[config.mk]
export PLATFORM = sky130hd
export DESIGN_NAME = i2c_txn_decoder_flat
export DESIGN_NICKNAME = d
export VERILOG_FILES = /design/src/rtl/i2c_txn_if.sv /design/src/rtl/i2c_txn_decoder.sv /design/src/flat_wrapper.sv
export SDC_FILE = /design/constraint.sdc
export NUM_CORES = 1
export LEC_CHECK = 0
export BUFFER_PORTS_ARGS = -buffer_cell sky130_fd_sc_hd__buf_4
export CORE_MARGIN = 2
export CORE_UTILIZATION = 51
export DETAILED_ROUTE_END_ITERATION = 7
export PLACE_DENSITY = 0.85
export SLEW_MARGIN = 5
export SYNTH_ARGS = -nofsm -noshare
export SYNTH_HDL_FRONTEND = slang
export SYNTH_SLANG_ARGS = --single-unit
[constraint.sdc]
create_clock -name clk -period 2.1 [get_ports clk]
set_clock_uncertainty 0.2 [all_clocks]
set_input_delay 0.63 -clock clk [delete_from_list [all_inputs] [get_ports clk]]
set_output_delay 0.63 -clock clk [all_outputs]
set_load 0.01 [all_outputs]
[src/rtl/i2c_txn_if.sv]
// i2c_txn_if: byte stream from the i2c_listen sniffer into the transaction
// decoder, and the decoded register-access strobe back out.
//   byte_in[8:0]  data [8:1] MSB-first, ack bit [0] (0=ACK, 1=NACK)
//   byte_ready    byte_in valid this cycle
//   sop / eot     START (or repeated START) / STOP pulses
//   txn_*         decoded transaction fields, strobed by txn_valid
//   txn_busy      a frame is open
//   txn_count / err_count  statistics (zero unless stats are built)
// Modports: master = stream source / transaction sink, slave = decoder.
interface i2c_txn_if;
  logic [8:0]  byte_in;
  logic        byte_ready;
  logic        sop;
  logic        eot;
  logic        txn_valid;
  logic [6:0]  txn_dev;
  logic        txn_rw;
  logic [7:0]  txn_reg;
  logic [7:0]  txn_data;
  logic        txn_busy;
  logic [15:0] txn_count;
  logic [7:0]  err_count;

  modport master (
    output byte_in, byte_ready, sop, eot,
    input  txn_valid, txn_dev, txn_rw, txn_reg, txn_data, txn_busy,
           txn_count, err_count
  );

  modport slave (
    input  byte_in, byte_ready, sop, eot,
    output txn_valid, txn_dev, txn_rw, txn_reg, txn_data, txn_busy,
           txn_count, err_count
  );
endinterface

[src/rtl/i2c_txn_decoder.sv]
// i2c_txn_decoder: frames the per-byte stream of an I2C sniffer into
// register-level transactions (device, direction, register pointer, data),
// each emitted as a one-cycle txn_valid strobe one clock after its byte.
// Ports:
//   clk    rising-edge clock
//   reset  synchronous, active-low
//   bus    i2c_txn_if.slave (byte stream in, transaction strobe out)
// Parameters:
//   DEV_ADDR   7-bit device address accepted by the filter
//   MATCH_ALL  1 = accept every device address
// Optional build macro I2C_TXN_STATS_EN: when defined, txn_count counts
// strobes (wrapping) and err_count counts aborted frames (saturating);
// otherwise both are tied to zero and no counters exist.
module i2c_txn_decoder #(
  parameter logic [6:0] DEV_ADDR  = 7'h4B,
  parameter bit         MATCH_ALL = 1'b0
) (
  input  logic     clk,
  input  logic     reset,
  i2c_txn_if.slave bus
);

  localparam logic [2:0] S_IDLE = 3'd0;
  localparam logic [2:0] S_ADDR = 3'd1;
  localparam logic [2:0] S_REG  = 3'd2;
  localparam logic [2:0] S_DATA = 3'd3;
  localparam logic [2:0] S_READ = 3'd4;
  localparam logic [2:0] S_SKIP = 3'd5;

  logic [2:0] state_q, state_d;
  logic [7:0] reg_ptr_q, reg_ptr_d;
  logic [6:0] frame_dev_q, frame_dev_d;
  logic       valid_q, valid_d;
  logic [6:0] dev_q, dev_d;
  logic       rw_q, rw_d;
  logic [7:0] reg_q, reg_d;
  logic [7:0] data_q, data_d;
  logic       busy_q, busy_d;

  logic nack, addr_miss, frame_err;

  assign nack      = bus.byte_in[0];
  assign addr_miss = !MATCH_ALL && (bus.byte_in[8:2] != DEV_ADDR);
  // Byte that aborts the frame: NACKed/foreign address, or NACKed pointer.
  assign frame_err = bus.byte_ready &&
                     (((state_q == S_ADDR) && (nack || addr_miss)) ||
                      ((state_q == S_REG) && nack));

  always_comb begin
    state_d     = state_q;
    reg_ptr_d   = reg_ptr_q;
    frame_dev_d = frame_dev_q;
    valid_d     = 1'b0;
    dev_d       = dev_q;
    rw_d        = rw_q;
    reg_d       = reg_q;
    data_d      = data_q;

    if (bus.byte_ready) begin
      case (state_q)
        S_ADDR: begin
          frame_dev_d = bus.byte_in[8:2];
          if (frame_err)           state_d = S_SKIP;
          else if (bus.byte_in[1]) state_d = S_READ;
          else                     state_d = S_REG;
        end
        S_REG: begin
          reg_ptr_d = bus.byte_in[8:1];
          state_d   = nack ? S_SKIP : S_DATA;
        end
        S_DATA, S_READ: begin
          // Output fields only move on an emit, so they hold between strobes.
          valid_d   = 1'b1;
          dev_d     = frame_dev_q;
          rw_d      = (state_q == S_READ);
          reg_d     = reg_ptr_q;
          data_d    = bus.byte_in[8:1];
          reg_ptr_d = reg_ptr_q + 8'd1;
          if (nack) state_d = S_SKIP;
        end
        default: ;
      endcase
    end

    // Bus conditions override after the byte is consumed; sop beats eot.
    // reg_ptr survives both so a repeated-start read continues the pointer.
    if (bus.sop)      state_d = S_ADDR;
    else if (bus.eot) state_d = S_IDLE;

    busy_d = (state_d != S_IDLE);
  end

  always_ff @(posedge clk) begin
    if (!reset) begin
      state_q     <= S_IDLE;
      reg_ptr_q   <= 8'd0;
      frame_dev_q <= 7'd0;
      valid_q     <= 1'b0;
      dev_q       <= 7'd0;
      rw_q        <= 1'b0;
      reg_q       <= 8'd0;
      data_q      <= 8'd0;
      busy_q      <= 1'b0;
    end else begin
      state_q     <= state_d;
      reg_ptr_q   <= reg_ptr_d;
      frame_dev_q <= frame_dev_d;
      valid_q     <= valid_d;
      dev_q       <= dev_d;
      rw_q        <= rw_d;
      reg_q       <= reg_d;
      data_q      <= data_d;
      busy_q      <= busy_d;
    end
  end

  assign bus.txn_valid = valid_q;
  assign bus.txn_dev   = dev_q;
  assign bus.txn_rw    = rw_q;
  assign bus.txn_reg   = reg_q;
  assign bus.txn_data  = data_q;
  assign bus.txn_busy  = busy_q;

`ifdef I2C_TXN_STATS_EN
  logic [15:0] txn_cnt_q, txn_cnt_d;
  logic [7:0]  err_cnt_q, err_cnt_d;

  always_comb begin
    txn_cnt_d = txn_cnt_q + {15'd0, valid_d};
    err_cnt_d = err_cnt_q;
    // Count only a real entry to SKIP; a coincident sop/eot redirects it.
    if (frame_err && (state_d == S_SKIP) && (err_cnt_q != 8'hFF))
      err_cnt_d = err_cnt_q + 8'd1;
  end

  always_ff @(posedge clk) begin
    if (!reset) begin
      txn_cnt_q <= 16'd0;
      err_cnt_q <= 8'd0;
    end else begin
      txn_cnt_q <= txn_cnt_d;
      err_cnt_q <= err_cnt_d;
    end
  end

  assign bus.txn_count = txn_cnt_q;
  assign bus.err_count = err_cnt_q;
`else
  assign bus.txn_count = 16'd0;
  assign bus.err_count = 8'd0;
`endif

endmodule

[src/flat_wrapper.sv]
// flat-port wrapper written by rule: the top's interface ports become plain ports
module i2c_txn_decoder_flat 
#(
  parameter logic [6:0] DEV_ADDR  = 7'h4B,
  parameter bit         MATCH_ALL = 1'b0
)
  (clk, reset, bus_byte_in, bus_byte_ready, bus_sop, bus_eot, bus_txn_valid, bus_txn_dev, bus_txn_rw, bus_txn_reg, bus_txn_data, bus_txn_busy, bus_txn_count, bus_err_count);
  i2c_txn_if bus_i ();
  input  logic clk;
  input  logic reset;
  input wire logic [$bits(bus_i.byte_in)-1:0] bus_byte_in;
  input wire logic [$bits(bus_i.byte_ready)-1:0] bus_byte_ready;
  input wire logic [$bits(bus_i.sop)-1:0] bus_sop;
  input wire logic [$bits(bus_i.eot)-1:0] bus_eot;
  output wire logic [$bits(bus_i.txn_valid)-1:0] bus_txn_valid;
  output wire logic [$bits(bus_i.txn_dev)-1:0] bus_txn_dev;
  output wire logic [$bits(bus_i.txn_rw)-1:0] bus_txn_rw;
  output wire logic [$bits(bus_i.txn_reg)-1:0] bus_txn_reg;
  output wire logic [$bits(bus_i.txn_data)-1:0] bus_txn_data;
  output wire logic [$bits(bus_i.txn_busy)-1:0] bus_txn_busy;
  output wire logic [$bits(bus_i.txn_count)-1:0] bus_txn_count;
  output wire logic [$bits(bus_i.err_count)-1:0] bus_err_count;
  assign bus_i.byte_in = bus_byte_in;
  assign bus_i.byte_ready = bus_byte_ready;
  assign bus_i.sop = bus_sop;
  assign bus_i.eot = bus_eot;
  assign bus_txn_valid = bus_i.txn_valid;
  assign bus_txn_dev = bus_i.txn_dev;
  assign bus_txn_rw = bus_i.txn_rw;
  assign bus_txn_reg = bus_i.txn_reg;
  assign bus_txn_data = bus_i.txn_data;
  assign bus_txn_busy = bus_i.txn_busy;
  assign bus_txn_count = bus_i.txn_count;
  assign bus_err_count = bus_i.err_count;
  i2c_txn_decoder #(.DEV_ADDR(DEV_ADDR), .MATCH_ALL(MATCH_ALL)) u_core (.clk(clk), .reset(reset), .bus(bus_i));
endmodule
Word level (Yosys, flattened, before mapping). Index checks and enable logic that the tools add are counted. W data, S select, Z words.

Add/sub/neg operators: 1. Multipliers: 0. Div/mod/pow operators: 0. Order comparisons: 0. Eq/ne operators: 5. Shift operators: 0. Multiplexer cells: 10. Bitwise logic cells: 0. Reductions and logical operators: 12.

Operators with widths (count): $mux W3 (7); $pmux W8 S2 (1); $pmux W3 S3 (1); $add A8 B1 Y8 const B (1); $reduce_and A2 Y1 (4); $ne A7 B7 Y1 const B (1); $eq A3 B2 Y1 const B (2); $eq A3 B1 Y1 const B (1); $eq A3 B3 Y1 const B (1); $logic_and A1 B1 Y1 (3); $reduce_bool A3 Y1 (1); $logic_or A1 B1 Y1 (2); $reduce_bool A2 Y1 (1); $reduce_or A2 Y1 (1); $mux W1 (1).

Bits in registers: 44. Latch bits: 0. Bits in writable memories: 0. Bits in read-only memories: 0. Input port bits: 14. Output and inout bits: 50. Logic and storage cells: 37. Memories kept: 0.

Depth between registers and ports, before layout. Gate-level depths: netlist of run 1.

Depth in word-level cells: 11. Gate-level depth with buffers: 6. Mapped depth without buffers: 5.

Worst setup path after synthesis of run 1. Ideal clock, no wire load.

Path type: input -> register. Start: input bus_byte_ready. End: register u_core.busy_q, in the netlist u_core.bus.txn_busy. Library setup time: 0.135 ns. Data arrival time: 1.579 ns. Data required time: 1.765 ns. Slack: 0.186 ns. Stages: 5. Buffers on the path: 1. Cell sequence: clkbuf_1 > nand3b_1 > a221o_1 > o221ai_1 > o211ai_1.

Cells in the longest elaborated chain, start to end: 7.

RTL lines: start: declaration (line flat_wrapper.sv:12) `input wire logic [$bits(bus_i.byte_ready)-1:0] bus_byte_ready;`; $logic_and A1 B1 Y1 (line i2c_txn_decoder.sv:45) `assign frame_err = bus.byte_ready &&`; $mux W3 (line i2c_txn_decoder.sv:63) `if (frame_err) state_d = S_SKIP;`; $pmux W3 S3 (line i2c_txn_decoder.sv:60) `case (state_q)`; $mux W3 * (line i2c_txn_decoder.sv:59) `if (bus.byte_ready) begin`; $mux W3 * (line i2c_txn_decoder.sv:88) `else if (bus.eot) state_d = S_IDLE;`; $mux W3 * (line i2c_txn_decoder.sv:87) `if (bus.sop) state_d = S_ADDR;`; $reduce_bool A3 Y1 * (line i2c_txn_decoder.sv:90) `busy_d = (state_d != S_IDLE);`; end signal: assignment (line i2c_txn_decoder.sv:113) `busy_q <= busy_d;`; end: declaration (line i2c_txn_decoder.sv:38) `logic busy_q, busy_d;`.

Every way passes the cells marked *; elsewhere a longest branch is shown, timed or not. A chain may end at the register's enable or synchronous reset.

Worst setup path in the final report of run 1.
Start: register u_core.state_q[1]. End: register u_core.reg_q[0], in the netlist u_core.bus.txn_reg[0].

Cells in the longest elaborated chain, start to end: 3. Elaborated cells on any way between the ends: 4. Classes of those cells: 2 x eq/ne; 2 x reduce/logical.

RTL lines: start: declaration (line i2c_txn_decoder.sv:30) `logic [2:0] state_q, state_d;`; start signal: assignment (line i2c_txn_decoder.sv:105) `state_q <= state_d;`; $eq A3 B2 Y1 / $eq A3 B3 Y1 (equally long branches) (line i2c_txn_decoder.sv:60); $reduce_or A2 Y1 * (line i2c_txn_decoder.sv:60); $reduce_and A2 Y1 (no source line) *; end signal: assignment (line i2c_txn_decoder.sv:111) `reg_q <= reg_d;`; end: declaration (line i2c_txn_decoder.sv:36) `logic [7:0] reg_q, reg_d;`.

Marked as above.

==> reports/summary.txt, run 1 <==
Outcome = completed
Post-DP Area = 0.00241 mm²
Worst-path maximum fanout = 15
YS warnings = 0
Routed wire length = 4750 µm
Vias after detailed routing = 1872
Ys async rst share = 0
Vias in the first global route = 1694
Row cnt = 23
CP Depth = 5
Tot GR Track Use = 0.199
CP top delay family = simple AND/OR/NAND/NOR gates
Crit share post-route = 0.901
Maxcap violations = 0
RSZ-0062 raised after global routing = no
Fillers = 369
Vias/cell = 5.29
Post-synth top area share = 0.405
Clk sinks = 44
ANT cells = 0
Max clock buf depth = 2
CP startpoint kind = register
Hold Crit Class = reg -> reg
Clock power frac = 0.360
Area grow syn2layout = 16.0%
Power per cell area = 604 mW/mm²
CTS tree = built
Critical Path End = u_core.bus.txn_reg[0]
Final hold vios = 0
CTS clock-pin slew for the worst setup and hold paths = 80 ps
NetSw = 0.364 mW
Yosys reg bits = 44
TritonCTS Buffers = 5
Die ar. = 0.00480 mm²
Worst Setup SP = u_core.state_q[1]
EDFF count, synth = 0
Post-DP HPWL = 3330 µm
CP bufs+invs = 1
Combinational fraction of design power = 0.081
Share of cells above drive strength 1 = 0.220
Setup total negative slack = 0 ps
Post-synthesis cell count = 262
Reg2Reg Depth = 5
Sequential area share after synthesis = 0.405
Final count of pins violating max slew = 0
Reg2Reg Setup Slack = 210 ps
F_max = 0.528 GHz
Final setup violation count = 0
First-pass GRT wire length = 7800 µm
Largest net degree at the start of global routing = 38
Peak supply drop = 0.464 mV
Pre-CTS WS = 70.3 ps
Min Hold Slack = 257 ps
Netlist cell types = 44
Dominant cell type by area after synthesis = dfxtp_1
Reg power frac = 0.560
Largest stage delay, worst path = 560 ps
Setup Fix Bufs, Post-CTS = 0
Syn_area_per_cell = 8.30 µm²
Worst Setup End Kind = register
Reg-to-reg endpoint = u_core.bus.txn_reg[0]
Top cells by area, synth = dfxtp_1 41%, nand2_1 9.3%, buf_4 8.6%
Tmin final = 1890 ps
Clk root buf = clkbuf_8
Core ar. = 0.00406 mm²
# DRC = 0
DRT antenna net count = 0
Initial cell density of the core = 0.536
Port buffer count = 39
# IOs = 64
Grt total ovfl = 0
Pint = 1.16 mW
Leak = 1.04 nW
Reg-to-Reg Start = u_core.state_q[1]
Clk Latency, worst-skew pair = 300 ps
Hold buffers post-CTS = 0
Initial antenna violation count = 0
WL/cell = 13.4 µm
1st-pass router iterations = 4
Crit Path Class = reg -> reg
PostCTS Resize Cnt = 0
CTS H-tree depth = 2
DIE WIDTH = 69.3 µm
Main synth FF type = dfxtp_1
PnR worst setup slack = 208 ps
GPL Wtd Cong = 0.990
Drt initial violations = 120
WP data required = 2130 ps
Mapped Area = 0.00217 mm²
Switching portion of total power = 0.239
Arrival time at the worst endpoint = 1920 ps
Post-route cell area = 0.00252 mm²
NumNets Final = 318
Slowest cell on the critical path = or3b_4
Critical path cell sequence = or3b_4, a21boi_4, buf_4, nand2_1, a21oi_1
Die height = 69.3 µm
[synthesized netlist by cell type (2+ instances only)]
cell,number
a211o_1,2
a211oi_2,2
a21oi_1,34
a31oi_1,2
and3_1,5
buf_2,5
buf_4,25
buf_6,4
clkbuf_1,5
dfxtp_1,44
inv_1,4
mux2i_1,7
nand2_1,54
nand2b_1,2
nand3_1,10
nand3b_1,4
nor2_1,12
nor4bb_1,3
o21a_1,2
o21ai_0,3
o21ai_1,4
o22ai_1,3
o31a_1,4
or3_1,2
[cell type report]
| class | instances | area [µm²] | area share |
|---|---|---|---|
| timing repair buffer | 50 | 375 | 0.149 |
| sequential | 44 | 881 | 0.349 |
| clock buffer | 7 | 86.3 | 0.0342 |
| multi-input combinational | 198 | 1090 | 0.434 |
| clock inverter | 1 | 7.51 | 0.00298 |
| inverter | 4 | 15.0 | 0.00595 |
| tap | 50 | 62.6 | 0.0248 |
[metrics by stage]
| stage | util | total power, mW | instances |
|---|---|---|---|
| 3_3_place_gp | 0.595 | 0.990 | 344 |
| 2_1_floorplan | - | 0.978 | 285 |
| 5_1_grt | 0.622 | 1.58 | 354 |
| 3_5_place_dp | 0.595 | 0.993 | 344 |
| 6_report | 0.622 | 1.52 | 354 |
| 4_1_cts | 0.618 | 1.53 | 352 |
[cells by family after synthesis]
logic type                 share of synthesized area
DFF                                            0.405
other                                        0.00172
AOI/OAI and AO/OA                              0.190
muxes                                         0.0322
buffers and inverters                          0.134
and+or+nand+nor                                0.227
xor gates and xnor gates                     0.00403
adders and majority gates                    0.00575
[cells in the final DEF, fill, tap and decap left out, drive strengths merged]
master,instances
nand3,10
a211oi,2
conb,24
nor3b,2
mux2i,7
a311oi,1
ha,1
a21oi,34
or3b,1
and3b,1
buf,50
o22ai,3
nand4,1
nand2,55
o211ai,1
a2bb2oi,1
o21a,2
nor4bb,3
xor2,1
o221ai,1
or3,2
nand3b,4
o31a,4
a211o,2
a221o,1
a21boi,2
nor2,12
clkbuf,7
o21ai,8
and2,1
inv,4
and3,5
nand2b,2
clkinvlp,1
dfxtp,44
a31oi,2
nor2b,2
[worst min-delay path: stages, from the launching register on]
cell and delay (ps):
dfxtp_1 310, nand2_1 50, a21oi_1 50
[per-layer routing]
layer	up-vias	share of wire	routed length, µm	global-route usage
met1	875	0.44	2100	0.248
li1	929	-	-	-
met2	61	0.49	2340	0.331
met4	0	0.016	77	0.0980
met5	-	0	0	0
met3	7	0.048	229	0.0349
[power groups by stage]
stage | clock network (mW) | registers (mW) | logic (mW)
after floorplan | 0 | 0.869 | 0.109
after global placement | 0 | 0.871 | 0.119
after detailed placement | 0 | 0.871 | 0.121
after CTS | 0.556 | 0.852 | 0.122
after global routing | 0.591 | 0.854 | 0.133
final | 0.548 | 0.852 | 0.123
[worst min-delay path by stage]
stage | cells past startpoint | slack, ps | from | to
after global routing | 2 | 280 | u_core.bus.txn_dev[6] | u_core.bus.txn_dev[6]
after floorplan | 2 | 230 | u_core.frame_dev_q[0] | u_core.bus.txn_dev[0]
after detailed placement | 2 | 240 | u_core.frame_dev_q[6] | u_core.bus.txn_dev[6]
after CTS | 2 | 260 | u_core.bus.txn_reg[6] | u_core.bus.txn_reg[6]
after global placement | 2 | 240 | u_core.frame_dev_q[4] | u_core.bus.txn_dev[4]
final | 2 | 260 | u_core.frame_dev_q[6] | u_core.bus.txn_dev[6]
(Power assumes the default switching activity.)
==> inputs of run 2 (changes only) <==
--- a/config.mk
+++ b/config.mk
@@ -6,8 +6,9 @@
 export NUM_CORES = 1
 export LEC_CHECK = 0
 export BUFFER_PORTS_ARGS = -buffer_cell sky130_fd_sc_hd__buf_4
-export CORE_MARGIN = 2
-export CORE_UTILIZATION = 51
+export CELL_PAD_IN_SITES_DETAIL_PLACEMENT = 1
+export CELL_PAD_IN_SITES_GLOBAL_PLACEMENT = 1
+export CORE_UTILIZATION = 37
 export DETAILED_ROUTE_END_ITERATION = 7
 export PLACE_DENSITY = 0.85
 export SLEW_MARGIN = 5
==> reports/summary.txt, run 2 (synthesized netlist as in run 1, its figures left out) <==
Outcome = completed
Port buffer count = 39
Tmin final = 1910 ps
Post-DP HPWL = 3940 µm
DRT antenna net count = 0
Relative slew slack = 0.551
Setup total negative slack = 0 ps
Fillers = 700
Vias after detailed routing = 1892
Post-layout util = 0.456
Power per cell area = 609 mW/mm²
Initial cell density of the core = 0.390
Pwr Total = 1.55 mW
Die height = 78.7 µm
Setup Fix Bufs, Post-CTS = 0
Drt initial violations = 132
CP startpoint kind = register
Worst Setup End Kind = register
Area grow syn2layout = 16.9%
# IOs = 64
Vias in the first global route = 1855
CTS tree = built
FF/Latch Area = 881 µm²
Crit share post-route = 0.910
CTS clock-pin slew for the worst setup and hold paths = 80 ps
Arrival time at the worst endpoint = 1940 ps
Peak supply drop = 0.286 mV
RSZ-0062 raised after global routing = no
Largest net degree at the start of global routing = 38
CP top delay family = simple AND/OR/NAND/NOR gates
Tot GR Track Use = 0.189
1st-pass router iterations = 4
Crit Path Class = reg -> reg
Final count of pins violating max slew = 0
Leak = 1.04 nW
WL/cell = 15.1 µm
Least-Margin Pin Slew = 672 ps
First-pass GRT wire length = 8960 µm
Clk Latency, worst-skew pair = 300 ps
Largest stage delay, worst path = 540 ps
WP data required = 2120 ps
CTS H-tree depth = 2
Slowest cell on the critical path = or3b_4
Grt total ovfl = 0
DIE WIDTH = 78.7 µm
Core ar. = 0.00557 mm²
Clk sinks = 44
Grt peak-use layer = met2
TritonCTS Buffers = 5
CP bufs+invs = 1
Share of cells above drive strength 1 = 0.215
Multi-input gate area = 0.00110 mm²
Die ar. = 0.00619 mm²
Clk root buf = clkbuf_8
Final setup violation count = 0
Hold buffers post-CTS = 0
Row cnt = 27
Most common cell after layout, fill and taps aside = nand2_1
F_max = 0.523 GHz
GPL Wtd Cong = 0.895
GR Util met1 = 0.213
# DRC = 0
Worst-path maximum fanout = 14
NumNets Final = 316
ANT cells = 0
Routed wire length = 5630 µm
M2 GR Usage = 0.342
Initial antenna violation count = 0
Vias/cell = 5.06
Max clock buf depth = 2
Maxcap violations = 0
Final hold vios = 0
Critical path cell sequence = or3b_4, a21boi_4, buf_4, nand2_1, a21oi_1
Most frequent cells in the layout = 54 x nand2_1, 48 x buf_4, 44 x dfxtp_1, 34 x a21oi_1, 24 x conb_1
Global Route met3 Usage = 0.0360
Hold Crit Class = reg -> reg
[run 2: what timing repair did]
action | in CTS | in global routing
endpoints found under the setup margin | 2 | 0
endpoints found under the hold margin | 0 | 0
gates resized for setup | 1 | 0
[run 2: area by class of cell]
type / instances / area share
multi-input cells: 198 / 0.434
flip-flops and latches: 44 / 0.346
repair buffers: 48 / 0.142
well taps: 72 / 0.0354
clock buffers: 7 / 0.0340
inverters: 4 / 0.00591
clock inverters: 1 / 0.00295
[run 2: power by group]
part           internal, mW  switching (mW)
sequential            0.843         0.00762
combinational        0.0505          0.0788
clock                 0.268           0.300
total                  1.16           0.386
[run 2: final timing paths]
kind	start	to	slack, ps	cells past startpoint
max	u_core.state_q[1]	u_core.bus.txn_data[1]	190	5
min	u_core.frame_dev_q[0]	u_core.bus.txn_dev[0]	260	2
max reg2reg	u_core.state_q[1]	u_core.bus.txn_data[1]	190	5
min reg2reg	u_core.frame_dev_q[0]	u_core.bus.txn_dev[0]	260	2
[run 2: worst register-to-register path: cells and delay by family, from the launching register on]
kind	cells	cell delay (ps)
AOI/OAI and AO/OA	2	410
buffers and inverters	1	230
DFF	1	390
and+or+nand+nor	2	610
[run 2: metrics by stage]
step                setup WS [ps]  hold slack (ps)  cells  instance area [µm²]
finish                        189              256    374                 2540
floorplan                     186              231    285                 2260
detailed placement          -3.66              247    366                 2440
CTS                           162              261    374                 2540
global placement              108              240    366                 2440
global route                 60.3              281    374                 2540
[run 2: per-layer routing]
| metal | vias up | routed length, µm |
|---|---|---|
| met3 | 10 | 196 |
| li1 | 929 | - |
| met5 | - | 0 |
| met1 | 909 | 2410 |
| met2 | 44 | 2900 |
| met4 | 0 | 123 |
